### src/rtl/reg_scoreboard.sv
// Dual-issue register scoreboard: tracks pending writes with per-register latency counters
// and decides how many of the two decoded instructions may issue this cycle.
module reg_scoreboard (
  input  logic        clk,
  input  logic        rst,
  input  logic        id_valid1,
  input  logic        id_valid2,
  input  logic [4:0]  id_rs1,
  input  logic [4:0]  id_rt1,
  input  logic [4:0]  id_rs2,
  input  logic [4:0]  id_rt2,
  input  logic        id_use_rs1,
  input  logic        id_use_rt1,
  input  logic        id_use_rs2,
  input  logic        id_use_rt2,
  input  logic        id_wen1,
  input  logic        id_wen2,
  input  logic [4:0]  id_waddr1,
  input  logic [4:0]  id_waddr2,
  input  logic [2:0]  id_lat1,
  input  logic [2:0]  id_lat2,
  input  logic        pipe_hold,
  input  logic        flush,
  input  logic        lpu_done,
  input  logic [4:0]  lpu_waddr,
  output logic [1:0]  issue_num,
  output logic        id_stall,
  output logic [31:0] busy_vec
);

  localparam logic [2:0] LatUnbounded = 3'd7;

  logic [31:0] pend_q, pend_d;
  logic [2:0]  cnt_q [32];
  logic [2:0]  cnt_d [32];

  logic haz1, haz2, dep2, issue1, issue2;

  always_comb begin
    haz1 = (id_use_rs1 && (id_rs1 != 5'd0) && pend_q[id_rs1]) ||
           (id_use_rt1 && (id_rt1 != 5'd0) && pend_q[id_rt1]) ||
           (id_wen1 && (id_waddr1 != 5'd0) && pend_q[id_waddr1]);
    haz2 = (id_use_rs2 && (id_rs2 != 5'd0) && pend_q[id_rs2]) ||
           (id_use_rt2 && (id_rt2 != 5'd0) && pend_q[id_rt2]) ||
           (id_wen2 && (id_waddr2 != 5'd0) && pend_q[id_waddr2]);
    // Slot2 may not consume or overwrite what slot1 produces in the same bundle
    dep2 = id_wen1 && (id_waddr1 != 5'd0) &&
           ((id_use_rs2 && (id_rs2 == id_waddr1)) ||
            (id_use_rt2 && (id_rt2 == id_waddr1)) ||
            (id_wen2 && (id_waddr2 == id_waddr1)));
    issue1 = id_valid1 && !pipe_hold && !flush && !rst && !haz1;
    issue2 = issue1 && id_valid2 && !haz2 && !dep2;
    if (issue2) begin
      issue_num = 2'd2;
    end else if (issue1) begin
      issue_num = 2'd1;
    end else begin
      issue_num = 2'd0;
    end
    id_stall = id_valid1 && (issue_num == 2'd0);
  end

  always_comb begin
    pend_d = pend_q;
    cnt_d  = cnt_q;
    for (int unsigned r = 1; r < 32; r++) begin
      if (pend_q[r]) begin
        if (cnt_q[r] == LatUnbounded) begin
          if (lpu_done && (lpu_waddr == r[4:0])) begin
            pend_d[r] = 1'b0;
            cnt_d[r]  = 3'd0;
          end
        end else if (!pipe_hold) begin
          cnt_d[r] = cnt_q[r] - 3'd1;
          if (cnt_q[r] == 3'd1) begin
            pend_d[r] = 1'b0;
          end
        end
      end
      // A fresh issue overrides any decrement or completion on the same register
      if (issue1 && id_wen1 && (id_waddr1 == r[4:0])) begin
        pend_d[r] = (id_lat1 != 3'd0);
        cnt_d[r]  = id_lat1;
      end
      if (issue2 && id_wen2 && (id_waddr2 == r[4:0])) begin
        pend_d[r] = (id_lat2 != 3'd0);
        cnt_d[r]  = id_lat2;
      end
    end
    pend_d[0] = 1'b0;
    cnt_d[0]  = 3'd0;
  end

  always_ff @(posedge clk) begin
    if (rst || flush) begin
      pend_q <= '0;
      for (int unsigned r = 0; r < 32; r++) begin
        cnt_q[r] <= 3'd0;
      end
    end else begin
      pend_q <= pend_d;
      cnt_q  <= cnt_d;
    end
  end

  assign busy_vec = pend_q;

endmodule

### config.mk
export PLATFORM = sky130hd
export DESIGN_NAME = reg_scoreboard
export DESIGN_NICKNAME = d
export VERILOG_FILES = /design/src/rtl/reg_scoreboard.sv
export SDC_FILE = /design/constraint.sdc
export NUM_CORES = 1
export LEC_CHECK = 0
export CAP_MARGIN = 25
export CORE_UTILIZATION = 55
export CTS_CLUSTER_DIAMETER = 50
export DETAILED_ROUTE_END_ITERATION = 10
export DONT_BUFFER_PORTS = 1
export GPL_ROUTABILITY_DRIVEN = 0
export GPL_TIMING_DRIVEN = 1
export HOLD_SLACK_MARGIN = 0.05
export PLACE_DENSITY = 0.71
export SYNTH_ARGS = -nofsm -noshare
export SYNTH_HDL_FRONTEND = slang
export SYNTH_SLANG_ARGS = --single-unit
export TNS_END_PERCENT = 30
### constraint.sdc
create_clock -name clk -period 5.3 [get_ports clk]
set_input_delay 1.325 -clock clk [delete_from_list [all_inputs] [get_ports clk]]
set_output_delay 1.325 -clock clk [all_outputs]
set_load 0.01 [all_outputs]
## Word-level counts from Yosys, hierarchy flattened

Cells that the tools add are included.

| storage, ports and cells | value |
|---|---|
| flip-flop bits (word level) | 125 |
| word-level logic and storage cells | 910 |
| output and inout port bits | 35 |
| input bits | 54 |

| cells by class | value |
|---|---|
| equality and inequality tests | 220 |
| mux-type cells | 417 |
| magnitude comparators | 6 |
| reduce and logical (&&, ||, !) cells | 203 |
| $add $sub $neg | 31 |

Operators with widths:

| operator | number |
|---|---|
| $mux W3 | 186 |
| $ne A4 B1 Y1 const B | 62 |
| $eq A5 B5 Y1 const B | 48 |
| $mux W1 | 224 |
| $eq A5 B4 Y1 const B | 24 |
| $logic_and A1 B1 Y1 | 119 |
| $reduce_bool A3 Y1 | 33 |
| $eq A3 B1 Y1 const B | 31 |
| $eq A3 B3 Y1 const B | 31 |
| $reduce_and A3 Y1 | 31 |
| $sub A3 B1 Y3 const B | 31 |
| $eq A5 B3 Y1 const B | 12 |
| $lt A5 B6 Y1 const B | 6 |
| $bmux W1 S5 | 6 |
| $eq A5 B2 Y1 const B | 6 |
| $reduce_bool A5 Y1 | 6 |
| $eq A5 B1 Y1 const B | 3 |
| $eq A5 B5 Y1 | 3 |
| $logic_or A1 B1 Y1 | 7 |
| $logic_not A1 Y1 | 6 |
| $logic_not A2 Y1 | 1 |
| $mux W2 | 1 |

## Longest topological paths before layout

Gate-level depths: netlist (run 1).

| logic depth | value |
|---|---|
| depth after elaboration | 14 |
| gate-level depth with buffers | 13 |
| mapped depth without buffers | 8 |

## Worst setup path after synthesis (run 1)

No wires, ideal clock.

| path | value |
|---|---|
| path type | in2out |
| from | input port id_rt1[0] |
| to | output port issue_num[1] |
| slack | 0.209 ns |
| arrival | 3.766 ns |
| required time | 3.975 ns |
| stages | 10 |
| path through | clkbuf_1 -> mux4_2 -> mux2_2 -> o311ai_2 -> o211ai_4 -> buf_6 -> nor3_1 -> buf_2 -> buf_2 -> buf_4 |

| between the ends | value |
|---|---|
| cells in the longest elaborated chain, start to end | 11 |
| elaborated cells between the ends (all ways) | 13 |

Ends and longest elaborated chain:

| what | RTL line | source |
|---|---|---|
| from (decl) | 9 | `input logic [4:0] id_rt1,` |
| $bmux W1 S5 or $reduce_bool A5 Y1 (tied branches) | 41 | `(id_use_rt1 && (id_rt1 != 5'd0) && pend_q[id_rt1]) \|\|` |
| $mux W1 (implied by the code) or $logic_and A1 B1 Y1 (tied branches) | 41 |  |
| $logic_and A1 B1 Y1 (*) | 41 |  |
| $logic_or A1 B1 Y1 (*) | 40 | `haz1 = (id_use_rs1 && (id_rs1 != 5'd0) && pend_q[id_rs1]) \|\|` |
| $logic_or A1 B1 Y1 (*) | 41 |  |
| $logic_not A1 Y1 (*) | 51 | `issue1 = id_valid1 && !pipe_hold && !flush && !rst && !haz1;` |
| $logic_and A1 B1 Y1 (*) | 51 |  |
| $logic_and A1 B1 Y1 (*) (3 in series) | 52 | `issue2 = issue1 && id_valid2 && !haz2 && !dep2;` |
| named net issue2 | 37 | `logic haz1, haz2, dep2, issue1, issue2;` |
| $mux W2 (*) | 53 | `if (issue2) begin` |
| to (decl) | 26 | `output logic [1:0] issue_num,` |

The timed path passes the listed nets; every way through them passes the cells marked *. The select of a mux whose other input is x is not followed.

## Worst setup path in the final report (run 1)

| path | value |
|---|---|
| from | input port id_rs2[0] |
| to | output port issue_num[1] |

| between the ends | value |
|---|---|
| cells in the longest elaborated chain, start to end | 9 |
| elaborated cells between the ends (all ways) | 17 |

Ends and longest elaborated chain:

| what | RTL line | source |
|---|---|---|
| from (decl) | 10 | `input logic [4:0] id_rs2,` |
| $bmux W1 S5 or $reduce_bool A5 Y1 (tied branches) | 43 | `haz2 = (id_use_rs2 && (id_rs2 != 5'd0) && pend_q[id_rs2]) \|\|` |
| $mux W1 (implied by the code) or $logic_and A1 B1 Y1 (tied branches) | 43 |  |
| $logic_and A1 B1 Y1 | 43 |  |
| $logic_or A1 B1 Y1 | 43 |  |
| $logic_or A1 B1 Y1 | 44 | `(id_use_rt2 && (id_rt2 != 5'd0) && pend_q[id_rt2]) \|\|` |
| $logic_not A1 Y1 | 52 |  |
| $logic_and A1 B1 Y1 | 52 |  |
| $logic_and A1 B1 Y1 (*) | 52 |  |
| $mux W2 (*) | 53 |  |

Mark *: on every way between the ends. The rest lies on a longest branch, timed or not. The select of a mux whose other input is x is not followed.

==> results by group, run 1 <==
Run status
  • Outcome: finished, final reports clean

Drt
  • Vias/cell: 7.35
  • Routed len/inst: 25.3 um
  • Drt drc: 0
  • Vias: ~12k
  • Drt pass-1 iters: 6
  • Final WL: 42.1 mm
  • Post-DRT Antenna Nets: 0
  • Starting DRC count in detailed routing: 1540

CTS
  • Htree depth: 4
  • Post-CTS setup buffers: 0
  • Num CTS Buffers: 17
  • Clock slew at reported path FFs: 0.06 ns
  • Clock sinks: about 120
  • Root buf cell: clkbuf_16
  • Worst-skew pair later-pin latency: 0.43 ns
  • CTS max path bufs: 2
  • Post-CTS Hold Buffers: 0
  • CTS tree: done
  • Cts repair resizes: 0

Setup path
  • CP Cell Sequence: mux4_2, and3_1, o211ai_1, nand4_1, or4_1, nor3_2
  • Setup crit start kind: input pin
  • R2r startpoint: busy_vec[26]
  • Cells on worst reg2reg path: 9
  • Crit path max fanout: 10
  • Crit Path Class: in2out
  • CP Capture Type: primary output
  • Critical Path RT: 3.97 ns
  • Crit-path max cell delay: 0.70 ns
  • Critical-path top delay cell: or4_1
  • Worst EP arrival: 3.54 ns
  • Setup crit start: id_rs2[0]

Floorplanning
  • Num rows: 52
  • CORE AREA: 20200 sq um
  • Starting density of the core: between 50% and 60%
  • Die Span Y: 145 um
  • Die width: roughly 150 um
  • # IOs: 89
  • Die area: between 20000 and 25000 sq um

Power and ir drop
  • Combinational share of power: 9.4%
  • Flop pwr share: 40.0%
  • Switch share: 27.3%
  • Leakage: 3.55 nW
  • Psw: 0.638 mW
  • Power Internal: 1.70 mW
  • VDD IR max: 224 uV
  • Pwr/cell area: a little under 200 nW/um^2
  • Clock power frac: 50.7%

Min path
  • Hold Path Depth: 2
  • Min-Delay Path Class: reg2reg
  • Hold path startpoint: cnt_q[91]

Yosys
  • YS warnings: 0
  • Synth Register Bits: 124
  • Seq/Total Area, Yosys: between 20% and 30%
  • Yosys cell types: 78
  • Commonest register cell after synthesis: dfxtp_1
  • Mean post-synth cell area: 7.71 sq um
  • Syn Inst Count: about 1.5k
  • Post-synth EDFFs: 0
  • Post-Syn Area: 11300 sq um
  • Net count after synthesis: 1519
  • Asr flop ratio synth: 0%

GRT
  • Number of global-route vias before repair: 11.0k
  • First-pass GRT wire length: ~64 mm
  • Largest net degree at the start of global routing: 65
  • Total track usage: about two fifths
  • Remaining Overflow, GRT: 0
  • Initial antenna violation count: 1

Timing
  • Worst-Margin Slew: 1.21 ns
  • RSZ-0062 raised after global routing: no
  • Period utilization: 91.8%
  • Hold Violations, Final: 0
  • Final setup viols: 0
  • TNS Setup: 0 ns
  • Slew Limit Fails: 0
  • Clock Skews: 0.00978 ns
  • Crit path time final: 4.87 ns
  • Achievable Freq: 0.205 GHz
  • Post-route worst setup slack: between 0.4 and 0.5 ns
  • Slew margin rel.: around 19%

Placement
  • PortBufs: 0
  • HPWL after DPL: 29.2 mm
  • Pre-CTS setup slack: 0.513 ns

Layout
  • Area growth from synthesis to layout: 4.90%
  • Fill cells: 1846
  • Most common cell after layout, fill and taps aside: o21ai_0
  • Share of post-route cells with drive strength above 1: roughly 10%
  • Commonest non-fill, non-tap cells in the layout: o21ai_0 (157), dfxtp_1 (124), mux2i_1 (110)
  • Nets: 1434

Job
  • Max-cap violations: 0
## flip-flops by register name (all words and copies together) (netlist names)
register / flops
busy_vec: 31
cnt_q: 93
## final cells by class
cell class | instances | area, sq um | area share, %
Tap cell | 270 | 338 | 2.85
Clock inverter | 15 | 164 | 1.38
Multi-Input combinational cell | 1189 | 8190 | 69.2
Clock buffer | 17 | 425 | 3.59
Sequential cell | 124 | 2480 | 21.0
Inverter | 32 | 120 | 1.01
Timing Repair Buffer | 16 | 120 | 1.01
Antenna cell | 1 | 2.50 | 0.0211
## cell families after synthesis
group | share of synthesized area [%]
AND/OR/NAND/NOR | 26.5
AO/OA/AOI/OAI | 24.7
multiplexers | 17.5
buffers and inverters | 5.72
flip-flops | 22.0
XOR/XNOR | 3.65
other | 0.0332
## through the flow
step / hold slack [ns] / cell area, sq um / utilization, % / cells / power [mW]
2_1_floorplan: 0.500 / 11300 / - / 1465 / 1.15
6_report: 0.559 / 11800 / 58.7 / 1664 / 2.34
5_1_grt: 0.591 / 11800 / 58.7 / 1663 / 2.38
3_3_place_gp: 0.542 / 11200 / 55.8 / 1631 / 1.16
3_5_place_dp: 0.551 / 11200 / 55.8 / 1631 / 1.16
4_1_cts: 0.558 / 11800 / 58.7 / 1663 / 2.32
## power groups by stage
| stage | registers (mW) | clock network, mW | logic [mW] |
|---|---|---|---|
| final | 0.934 | 1.18 | 0.219 |
| after global routing | 0.934 | 1.22 | 0.225 |
| after CTS | 0.934 | 1.18 | 0.208 |
| after detailed placement | 0.955 | 0 | 0.207 |
| after global placement | 0.955 | 0 | 0.205 |
| after floorplan | 0.954 | 0 | 0.196 |
## Yosys cell counts (all sizes together) (6+ instances only)
library cell  instances  share of area (%)
a211oi               16                1.1
and3                  8               0.44
a21oi                45                2.0
o31ai                26                1.7
buf                  46                2.2
mux4                 31                6.2
or3                   9               0.50
o22ai                61                3.4
xor2                 13                1.0
a22o                  8               0.62
or2                   6               0.33
a31oi                33                1.8
o21a                  6               0.40
nor2b                44                2.4
nor3b                 6               0.40
a221oi                6               0.47
nor3                 81                4.4
or4                  15                1.1
nand2b               27                1.5
o21ai               162                7.2
nor4                 35                2.4
dfxtp               124                 22
and2                 11               0.61
nand4                10               0.55
o41ai                13                1.0
clkbuf               74                2.5
nand2               108                3.6
xnor2                34                2.6
o2bb2ai              12               0.93
mux2                 15                1.5
nand3                73                3.2
mux2i               110                9.8
o211ai                7               0.59
nor2                 92                3.1
inv                  32                1.1
nand3b               10               0.67
## final timing paths
check,end,slack [ns]
worst min register to register,cnt_q[91],0.56
worst max register to register,busy_vec[31],1.35
worst max-delay path,issue_num[1],0.43
worst min-delay path,cnt_q[91],0.56
## worst max-delay path: cells and delay by family
kind	cells	cell delay, ns
multiplexers	1	0.46
AO/OA/AOI/OAI	1	0.18
AND/OR/NAND/NOR	4	1.57
## layer usage
metal,wire length (um),share of wire (%),global-route usage [%],up-vias
li1,-,-,-,5406
met1,15800,38,49.2,5676
met2,17700,42,58.0,904
met3,5750,14,11.8,246
met4,2810,6.7,25.0,0
met5,0,0,0,-
No activity file was read; power rests on OpenSTA's default activity.
==> run 2, diff against run 1 <==
Settings changed: CAP_MARGIN 25 to default, CORE_UTILIZATION 55 to 45, CTS_CLUSTER_DIAMETER 50 to default, PLACE_DENSITY 0.71 to 0.61.
==> results by group, run 2 (synthesized netlist as in run 1, its figures left out) <==
Drt
  • Starting DRC count in detailed routing: 1635 (+6.2%)
  • Final WL: 44.4 mm (+5.6%)
  • Drt drc: 0 (unchanged)
  • Post-DRT Antenna Nets: 0 (unchanged)
  • Met3 wire length: 6.01 mm (+4.6%)
  • M1 WL: 17.2 mm (+8.9%)
  • Vias/cell: 6.96 (-5.3%)
  • Vias: 12.0k (-2.1%)
  • Wire length on met2: 18.9 mm (+6.9%)
  • Drt pass-1 iters: 8 (+2)
  • Routed len/inst: 25.8 um (+2.1%)
  • Highest Signal Layer: met4

CTS
  • Post-CTS setup buffers: 0 (unchanged)
  • Clock sinks: 124 (unchanged)
  • Num CTS Buffers: 17 (unchanged)
  • Htree depth: 4 (unchanged)
  • Root buf cell: clkbuf_16
  • Clock slew at reported path FFs: 0.06 ns (about the same)
  • CTS tree: done
  • Post-CTS Hold Buffers: 0 (unchanged)
  • Cts repair resizes: 0 (unchanged)
  • CTS max path bufs: 2 (unchanged)
  • Worst-skew pair later-pin latency: 0.44 ns (about the same)

Setup path
  • Cells on worst reg2reg path: 9 (unchanged)
  • CP Capture Type: primary output
  • Setup crit start: id_rs2[0]
  • FF-to-FF setup slack: 1.59 ns (+0.24 ns)
  • Reg2reg end: busy_vec[28]
  • R2r startpoint: busy_vec[9]
  • Critical Path RT: 3.97 ns (about the same)
  • Most common cell on crit path: nor2_1
  • Crit Path Class: in2out
  • CP endpoint: issue_num[0]
  • CP Depth: 8 (+2)
  • Crit-path max cell delay: 0.46 ns (-0.24 ns)
  • Delay-heaviest family, CP: simple AND/OR/NAND/NOR gates
  • CP Cell Sequence: mux4_2, and3_1, o211ai_1, nand4_1, or4_1, buf_4, nor2_1, nor2_1
  • Worst EP arrival: 3.30 ns (-0.24 ns)
  • Critical-path top delay cell: mux4_2
  • CP Buf/Inv Count: 1 (+1)
  • Setup crit start kind: input pin
  • Crit path max fanout: 33 (+23)

Layout
  • Most common cell after layout, fill and taps aside: o21ai_0
  • Antenna cells: 0 (-1)
  • Area growth from synthesis to layout: 5.76%
  • Nets: 1438 (+0.28%)
  • Cell area after layout: 11900 sq um (+0.82%)
  • Largest reg by FF count: cnt_q
  • Commonest non-fill, non-tap cells in the layout: o21ai_0 (157), dfxtp_1 (124), mux2i_1 (110)
  • Share of post-route cells with drive strength above 1: 9.81% (+0.044 points)
  • Max FFs per register: 93 (unchanged)

Timing
  • Achievable Freq: 0.216 GHz (+5.3%)
  • Hold Violations, Final: 0 (unchanged)
  • Period utilization: 87.2% (-4.7 points)
  • Worst-Margin Slew: 1.27 ns (+0.0597 ns)
  • Final setup viols: 0 (unchanged)
  • Slew margin rel.: 15.3% (-4.0 points)
  • RSZ-0062 raised after global routing: no
  • TNS Setup: 0 ns (unchanged)
  • Crit path time final: 4.62 ns (-0.247 ns)
  • Clock Skews: 0.00921 ns (-0.000566 ns)
  • Hold Slack: 0.546 ns (-0.0130 ns)
  • Slew Limit Fails: 0 (unchanged)

Placement
  • PortBufs: 0 (unchanged)
  • DP Area: 11400 sq um (+0.98%)
  • HPWL after DPL: 30.3 mm (+3.8%)

Floorplanning
  • Die area: 25700 sq um (+22%)
  • Die width: 160 um (+10%)
  • Die Span Y: 160 um (+10%)
  • CORE AREA: 24500 sq um (+21%)
  • # IOs: 89 (unchanged)
  • Num rows: 57 (+9.6%)
  • Starting density of the core: 46.1% (-9.8 points)

Power and ir drop
  • Pwr/cell area: 196 nW/um^2 (-0.65%)
  • VDD IR max: 191 uV (-15%)
  • Leakage: 3.57 nW (+0.42%)

GRT
  • First-pass GRT wire length: 67.0 mm (+5.2%)
  • Remaining Overflow, GRT: 0 (unchanged)
  • Total track usage: 34.1% (-5.0 points)
  • Number of global-route vias before repair: 10.9k (-0.30%)
  • Initial antenna violation count: 0 (-1)
  • Largest net degree at the start of global routing: 83 (+28%)

Min path
  • Min-Delay Path Class: reg2reg

Job
  • Max-cap violations: 0 (unchanged)

Run status
  • Outcome: finished, final reports clean
-- run 2: changes by cell type in the layout (fill, tap and decap cells not counted) --
cell,before,now
buf_12,0,1
buf_4,16,19
clkbuf_1,0,3
clkbuf_8,0,2
clkinv_4,5,1
clkinvlp_4,1,3
diode_2,1,0
inv_6,3,1
inv_8,1,0
-- run 2: worst min path at each step --
stage	startpoint	to	slack (ns)	depth (start not counted)
6_report	cnt_q[41]	cnt_q[41]	0.55	2
5_1_grt	cnt_q[44]	cnt_q[44]	0.58	2
4_1_cts	cnt_q[41]	cnt_q[41]	0.54	2
3_5_place_dp	cnt_q[41]	cnt_q[41]	0.53	2
3_3_place_gp	cnt_q[41]	cnt_q[41]	0.53	2
2_1_floorplan	cnt_q[41]	cnt_q[41]	0.50	2
-- run 2: metrics by stage --
stage                     total power, mW  cells  util [%]  setup slack (ns)
final                                2.34   1721      48.8             0.679
after floorplan                      1.15   1465         -             0.209
after CTS                            2.33   1721      48.8             0.692
after global placement               1.17   1689      46.4             0.706
after global routing                 2.39   1721      48.8             0.615
after detailed placement             1.17   1689      46.4             0.697
-- run 2: final cells by class --
class / count / area (sq um)
Clock buffer: 22 / 464
Multi-Input combinational cell: 1189 / 8190
Sequential cell: 124 / 2480
Fill cell: 2396 / 12500
Timing Repair Buffer: 20 / 163
Clock inverter: 10 / 115
Inverter: 32 / 120
Tap cell: 324 / 405
-- run 2: report_power, final --
| part | internal, mW | switching, mW | leakage, nW |
|---|---|---|---|
| clock | 0.716 | 0.464 | 0.277 |
| combinational | 0.0706 | 0.157 | 2.30 |
| sequential | 0.933 | 0.00168 | 0.998 |
-- run 2: worst register-to-register path: cells and delay by family (launching register included) --
kind / cells / cell delay, ns
buf+inv: 1 / 0.39
simple gates: 2 / 0.79
flops: 1 / 0.56
compound gates: 4 / 0.98
mux: 2 / 0.91
-- run 2: routing by layer --
| metal | up-vias | GRT usage (%) |
|---|---|---|
| met5 | - | 0 |
| met2 | 771 | 50.9 |
| met1 | 5629 | 43.4 |
| met4 | 0 | 18.3 |
| li1 | 5421 | - |
| met3 | 155 | 11.1 |
==> run 3, diff against run 2 <==
Settings changed: CTS_CLUSTER_SIZE from default to 20.
==> results of run 3 <==
Final layout, timing and power as in run 2 (identical DEF).
